## src/rtl/dpram_loader_if.sv

```systemverilog
// Byte-stream and RAM port-2 signal bundle for dpram_loader.
// A byte moves on a rising clock edge where byte_valid and byte_ready are both 1;
// byte_ready never depends on byte_valid, and the source holds byte_in while byte_valid waits.
interface dpram_loader_if #(
   parameter int ADDR_W = 12,
   parameter int DATA_W = 16
);
   logic [7:0]        byte_in;
   logic              byte_valid;
   logic              byte_ready;
   logic [ADDR_W-1:0] addr2;
   logic [DATA_W-1:0] din2;
   logic              we2;

   modport master (
      output byte_in, byte_valid,
      input  byte_ready, addr2, din2, we2
   );

   modport slave (
      input  byte_in, byte_valid,
      output byte_ready, addr2, din2, we2
   );
endinterface

```

## src/rtl/dpram_loader.sv

```systemverilog
// Loads a length-prefixed big-endian byte stream into RAM port 2 from BASE_ADDR.
// Optional trailing checksum byte enabled by macro DPRAM_LOADER_CHECKSUM_EN.
module dpram_loader #(
   parameter int                ADDR_W    = 12,
   parameter int                DATA_W    = 16,
   parameter logic [ADDR_W-1:0] BASE_ADDR = '0
) (
   input  logic           clock,
   input  logic           reset,
   input  logic           start,
   dpram_loader_if.slave  bus,
   output logic           busy,
   output logic           done,
   output logic           error,
   output logic [2:0]     o_state
);

   typedef enum logic [2:0] {
      S_IDLE   = 3'd0,
      S_LEN_HI = 3'd1,
      S_LEN_LO = 3'd2,
      S_DAT_HI = 3'd3,
      S_DAT_LO = 3'd4,
      S_WR     = 3'd5,
      S_CHK    = 3'd6,
      S_FIN    = 3'd7
   } state_t;

   localparam logic [16:0] MAX_WORDS = 17'(1) << ADDR_W;

   state_t            r_state;
   state_t            w_state_next;
   logic [15:0]       r_count;
   logic [ADDR_W-1:0] r_addr;
   logic [DATA_W-1:0] r_din;
   logic              r_busy;
   logic              r_done;
   logic              r_error;
   logic              w_ready;
   logic              w_accept;
   logic [15:0]       w_len;
   logic              w_oversize;
`ifdef DPRAM_LOADER_CHECKSUM_EN
   logic [7:0]        r_sum;
`endif

   // Full length as it will look once the low byte lands this cycle.
   assign w_len      = {r_count[15:8], bus.byte_in};
   assign w_oversize = {1'b0, w_len} > MAX_WORDS;
   assign w_accept   = w_ready & bus.byte_valid;

   always_comb begin
      w_state_next = r_state;
      w_ready      = 1'b0;
      case (r_state)
         S_IDLE: if (start) w_state_next = S_LEN_HI;
         S_LEN_HI: begin
            w_ready = 1'b1;
            if (bus.byte_valid) w_state_next = S_LEN_LO;
         end
         S_LEN_LO: begin
            w_ready = 1'b1;
            if (bus.byte_valid) begin
               if (w_len == 16'd0 || w_oversize) w_state_next = S_FIN;
               else                              w_state_next = S_DAT_HI;
            end
         end
         S_DAT_HI: begin
            w_ready = 1'b1;
            if (bus.byte_valid) w_state_next = S_DAT_LO;
         end
         S_DAT_LO: begin
            w_ready = 1'b1;
            if (bus.byte_valid) w_state_next = S_WR;
         end
         S_WR: begin
            if (r_count == 16'd1) begin
`ifdef DPRAM_LOADER_CHECKSUM_EN
               w_state_next = S_CHK;
`else
               w_state_next = S_FIN;
`endif
            end else begin
               w_state_next = S_DAT_HI;
            end
         end
         S_CHK: begin
`ifdef DPRAM_LOADER_CHECKSUM_EN
            w_ready = 1'b1;
            if (bus.byte_valid) w_state_next = S_FIN;
`else
            w_state_next = S_IDLE;
`endif
         end
         S_FIN:   w_state_next = S_IDLE;
         default: w_state_next = S_IDLE;
      endcase
   end

   always_ff @(posedge clock) begin
      if (reset) r_state <= S_IDLE;
      else       r_state <= w_state_next;
   end

   always_ff @(posedge clock) begin
      if (reset) begin
         r_count <= 16'd0;
         r_addr  <= BASE_ADDR;
         r_din   <= '0;
         r_busy  <= 1'b0;
         r_done  <= 1'b0;
         r_error <= 1'b0;
`ifdef DPRAM_LOADER_CHECKSUM_EN
         r_sum   <= 8'd0;
`endif
      end else begin
         case (r_state)
            S_IDLE: begin
               if (start) begin
                  r_done  <= 1'b0;
                  r_error <= 1'b0;
                  r_busy  <= 1'b1;
                  r_addr  <= BASE_ADDR;
`ifdef DPRAM_LOADER_CHECKSUM_EN
                  r_sum   <= 8'd0;
`endif
               end
            end
            S_LEN_HI: if (w_accept) r_count[15:8] <= bus.byte_in;
            S_LEN_LO: begin
               if (w_accept) begin
                  r_count[7:0] <= bus.byte_in;
                  if (w_oversize) r_error <= 1'b1;
               end
            end
            S_DAT_HI: begin
               if (w_accept) begin
                  r_din[DATA_W-1 -: 8] <= bus.byte_in;
`ifdef DPRAM_LOADER_CHECKSUM_EN
                  r_sum <= r_sum + bus.byte_in;
`endif
               end
            end
            S_DAT_LO: begin
               if (w_accept) begin
                  r_din[7:0] <= bus.byte_in;
`ifdef DPRAM_LOADER_CHECKSUM_EN
                  r_sum <= r_sum + bus.byte_in;
`endif
               end
            end
            S_WR: begin
               r_addr  <= r_addr + ADDR_W'(1);
               r_count <= r_count - 16'd1;
            end
`ifdef DPRAM_LOADER_CHECKSUM_EN
            S_CHK: begin
               if (w_accept && (r_sum + bus.byte_in) != 8'd0) r_error <= 1'b1;
            end
`endif
            S_FIN: begin
               r_busy <= 1'b0;
               r_done <= 1'b1;
            end
            default: ;
         endcase
      end
   end

   assign bus.byte_ready = w_ready;
   assign bus.we2        = (r_state == S_WR);
   assign bus.addr2      = r_addr;
   assign bus.din2       = r_din;
   assign busy           = r_busy;
   assign done           = r_done;
   assign error          = r_error;
   assign o_state        = r_state;

endmodule

```

## src/flat_wrapper.sv

```systemverilog
// flat-port wrapper written by rule: the top's interface ports become plain ports
module dpram_loader_flat 
#(
   parameter int                ADDR_W    = 12,
   parameter int                DATA_W    = 16,
   parameter logic [ADDR_W-1:0] BASE_ADDR = '0
)
  (clock, reset, start, busy, done, error, o_state, bus_byte_in, bus_byte_valid, bus_byte_ready, bus_addr2, bus_din2, bus_we2);
  dpram_loader_if #(.ADDR_W(ADDR_W), .DATA_W(DATA_W)) bus_i ();
  input  logic clock;
  input  logic reset;
  input  logic start;
  output logic busy;
  output logic done;
  output logic error;
  output logic [2:0] o_state;
  input wire logic [$bits(bus_i.byte_in)-1:0] bus_byte_in;
  input wire logic [$bits(bus_i.byte_valid)-1:0] bus_byte_valid;
  output wire logic [$bits(bus_i.byte_ready)-1:0] bus_byte_ready;
  output wire logic [$bits(bus_i.addr2)-1:0] bus_addr2;
  output wire logic [$bits(bus_i.din2)-1:0] bus_din2;
  output wire logic [$bits(bus_i.we2)-1:0] bus_we2;
  assign bus_i.byte_in = bus_byte_in;
  assign bus_i.byte_valid = bus_byte_valid;
  assign bus_byte_ready = bus_i.byte_ready;
  assign bus_addr2 = bus_i.addr2;
  assign bus_din2 = bus_i.din2;
  assign bus_we2 = bus_i.we2;
  dpram_loader #(.ADDR_W(ADDR_W), .DATA_W(DATA_W), .BASE_ADDR(BASE_ADDR)) u_core (.clock(clock), .reset(reset), .start(start), .bus(bus_i), .busy(busy), .done(done), .error(error), .o_state(o_state));
endmodule
```

## config.mk

```make
export PLATFORM = sky130hd
export DESIGN_NAME = dpram_loader_flat
export DESIGN_NICKNAME = d
export VERILOG_FILES = /design/src/rtl/dpram_loader_if.sv /design/src/rtl/dpram_loader.sv /design/src/flat_wrapper.sv
export SDC_FILE = /design/constraint.sdc
export NUM_CORES = 1
export LEC_CHECK = 0
export CAP_MARGIN = 20
export CORE_ASPECT_RATIO = 1.75
export CORE_MARGIN = 8
export CORE_UTILIZATION = 40
export DETAILED_ROUTE_END_ITERATION = 16
export HOLD_SLACK_MARGIN = 0.06
export PLACE_DENSITY = 0.6
export SYNTH_ARGS = -nofsm -noshare
export SYNTH_HDL_FRONTEND = slang
export SYNTH_SLANG_ARGS = --single-unit
export TNS_END_PERCENT = 20
```

## constraint.sdc

```tcl
create_clock -name clock -period 2.7 [get_ports clock]
set_input_delay 0.54 -clock clock [delete_from_list [all_inputs] [get_ports clock]]
set_output_delay 0.54 -clock clock [all_outputs]
set_load 0.02 [all_outputs]
```

==> impl_metrics.tcl <==
set metrics [dict create \
    routabilityCongestion 0.874 \
    num-nets-final 389 \
    maxSlewViolCount 0 \
    synth_area_per_cell_um2 7.90 \
    syn_to_final_growth_pct 30.6 \
    placed_cells_incl_taps 447 \
    slew_headroom 0.480 \
    post_layout_nonfiller_instances 455 \
    status "finished clean" \
    initial_core_util 0.413 \
    ys_warn_count 0 \
    std_cell_rows 38 \
    cts_inserted_buffers 5 \
    p_int_mw 1.24 \
    clock_skew_ns 0.00723 \
    synth_edf_count 0 \
    cpLargestDelayFamily "buffers and inverters" \
    number_of_antenna_violations_at_the_first_check_in_global_routing 0 \
    hold-worst-slack_ns 0.456 \
    min_path_type "reg -> reg" \
    buffer_ports.inserted 47 \
    detail_route.drc_violations 0 \
    num_antenna_cells 0 \
    routed-via-count 2588 \
    drt_pass1_iterations 4 \
    synth_fp_nets 338 \
    reg2reg_setup_slack_ns 0.63 \
    cts.clk_slew.worst_paths_ns 0.09 \
    die_height_um 122 \
    max-cap-violations 0 \
    timing.reg2reg.worst_path_depth 6 \
    area_leader_netlist "dfxtp_1" \
    timing.hold.worst_endpoint "u_core.bus.din2[9]" \
    clockRootBuffer "clkbuf_8" \
    synth_seq_cells 50 \
    power_frac_clock 0.385 \
    worst_slack_after_detailed_placement_ns 0.375 \
    clock_path_buffers 2 \
    critical_path.max_stage_delay_ns 0.62 \
    grt_max_degree 23 \
    crit_path_cell_trace "nor2_1 > xnor2_1 > clkdlybuf4s50_1" \
    avgViaCountPerCell 5.69 \
    synthCells 323 \
    grt_remaining_overflow 0 \
    timing_worst_setup_path_type "reg -> out" \
    htreeDepth 2 \
    required_time_worst_endpoint_ns 2.16 \
    ioPinCount 48 \
    postLayoutSetupSlackWorst_ns 0.242 \
    post_cts_buffers 0 \
    fin_crit_ns 2.46 \
    powerDensity_nw_per_um2 503 \
    report.final.hold_viol_count 0 \
    layout.cells.most_common_list "nand2_1, dfxtp_1, clkdlybuf4s50_1" \
    fin_setup_tns_ns 0 \
    synth-async-reset-ratio 0 \
    synth_top_cell_area_share 0.392 \
    switching_share 0.262 \
    start_kind "flop" \
    globalRouteTotalUtil 0.171 \
    worstSkewPairLatency_ns 0.32 \
    end_of_the_worst_register_to_register_path "u_core.r_count[6]" \
    rr_startpoint "u_core.r_count[1]" \
    portion_of_the_post_synthesis_area_used_by_sequential_elements 0.392 \
    die_area_um2 9290 \
    power_frac_comb 0.153 \
    p_sw_mw 0.440 \
    cts_repair_resize_count 0 \
    critical_path.n_buffers_inverters 1 \
    clock_tree_from_tritoncts "done" \
    crit_path_end_kind "primary output" \
    grt_pass1_vias 2571 \
    fmax_mhz 407 \
    wire_per_inst_um 17.1 \
    worst-slew-pin-transition_ns 0.772 \
    leakage_nw 1.14 \
    critical_path_peak_fanout 7 \
    placeableCoreArea_um2 6180 \
    mappedNetlistArea_um2 2550 \
    post-dp-hpwl_mm 5.77 \
    fraction_of_layout_instances_using_a_drive_strength_above_1 0.115 \
    x_dimension_of_the_die_um 76.4 \
    launch_instance_of_the_worst_min_delay_path "u_core.bus.din2[9]" \
    route.final.wire_length_mm 7.77 \
    rsz0062_at_grt "no" \
    antenna_left 0 \
    synth.area.top_cells "dfxtp_1, nand2_1, a21oi_1" \
    fin_crit_sh 0.910 \
    report.power.total_mw 1.68 \
    dominantRegCellSynth "dfxtp_1" \
    layout.cells.most_common "nand2_1" \
    number_of_buffers_added_to_fix_hold_violations_after_cts 0 \
    initialDrtViolationCount 147 \
    synth_cell_types 59 \
    grt_pass1_wl_mm 12.9 \
    timing.final.setup_violations 0 \
    worstHoldPathCells 2 \
    seq_power_share 0.462 \
    crit_path_top_delay_cell "clkdlybuf4s50_1" \
    max-vdd-ir-drop_mv 0.323 \
    crit_arrival_ns 1.92 \
    cts_sinks 50 \
]
-- synthesized netlist by cell type, types with 4 or more instances --
master	count
a211oi_1	6
a21oi_1	38
a22oi_1	5
a31oi_1	11
and3_1	4
buf_2	5
clkbuf_1	13
dfxtp_1	50
inv_1	7
nand2_1	51
nand3_1	8
nand4_1	5
nor2_1	29
nor3_1	8
o21ai_0	11
or3_1	6
-- worst max-delay path by stage --
stage	start	endpoint	slack, ns	depth (start not counted)
final	u_core.o_state[0]	bus_byte_ready	0.24	3
after global routing	u_core.o_state[0]	bus_byte_ready	0.16	3
after CTS	u_core.o_state[0]	bus_byte_ready	0.22	3
after detailed placement	bus_byte_valid	u_core.r_count[13]	0.37	5
after global placement	start	u_core.bus.addr2[9]	0.39	5
after floorplan	u_core.r_count[1]	u_core.r_count[6]	0.83	6
-- flip-flops by register name (all words and copies together) (netlist names) --
name / flops
u_core.bus.addr2: 12
u_core.bus.din2: 16
u_core.busy: 1
u_core.done: 1
u_core.error: 1
u_core.o_state: 3
u_core.r_count: 16
-- worst reg2reg max path, delay by kind of cell, from the launching register on --
| family | cells | cell delay, ns |
|---|---|---|
| and+or+nand+nor | 3 | 0.98 |
| muxes | 1 | 0.35 |
| DFF | 1 | 0.32 |
| adders and majority gates | 1 | 0.24 |
| buffers and inverters | 1 | 0.11 |
-- routing by layer --
layer / track usage / vias up / part of all wire
li1: - / 1276 / -
met3: 0.0398 / 18 / 0.045
met5: 0 / - / 0
met2: 0.310 / 73 / 0.51
met4: 0.0993 / 0 / 0.039
met1: 0.177 / 1221 / 0.40
-- layout make-up --
class,count,area [um2]
clock buffers,5,68.8
flip-flops and latches,50,1000
inverters,8,30.0
well taps,80,100
fillers,625,2850
multi-input cells,243,1420
repair buffers,66,638
clock inverters,3,68.8
-- power by group through the flow --
stage / Combinational, mW / Clock (mW) / Sequential (mW)
3_3_place_gp: 0.253 / 0 / 0.791
4_1_cts: 0.256 / 0.658 / 0.774
3_5_place_dp: 0.254 / 0 / 0.791
2_1_floorplan: 0.144 / 0 / 0.793
6_report: 0.256 / 0.645 / 0.774
5_1_grt: 0.277 / 0.677 / 0.778
-- metrics by stage --
step                instance area (um2)   util
finish                             3330  0.539
global route                       3330  0.539
CTS                                3330  0.539
detailed placement                 3190  0.517
global placement                   3190  0.517
floorplan                          2550      -
-- kinds of logic (layout without fill, tap and decap cells) --
kind of cell / Yosys count / in the layout / synth area share
flops: 50 / 50 / 0.392
fa+ha+maj: 3 / 3 / 0.0147
compound gates: 93 / 93 / 0.229
buf+inv: 30 / 82 / 0.0495
mux: 3 / 3 / 0.0132
simple gates: 142 / 142 / 0.295
xor+xnor: 2 / 2 / 0.00687
Note: power is estimated with default switching activity, not from simulation.
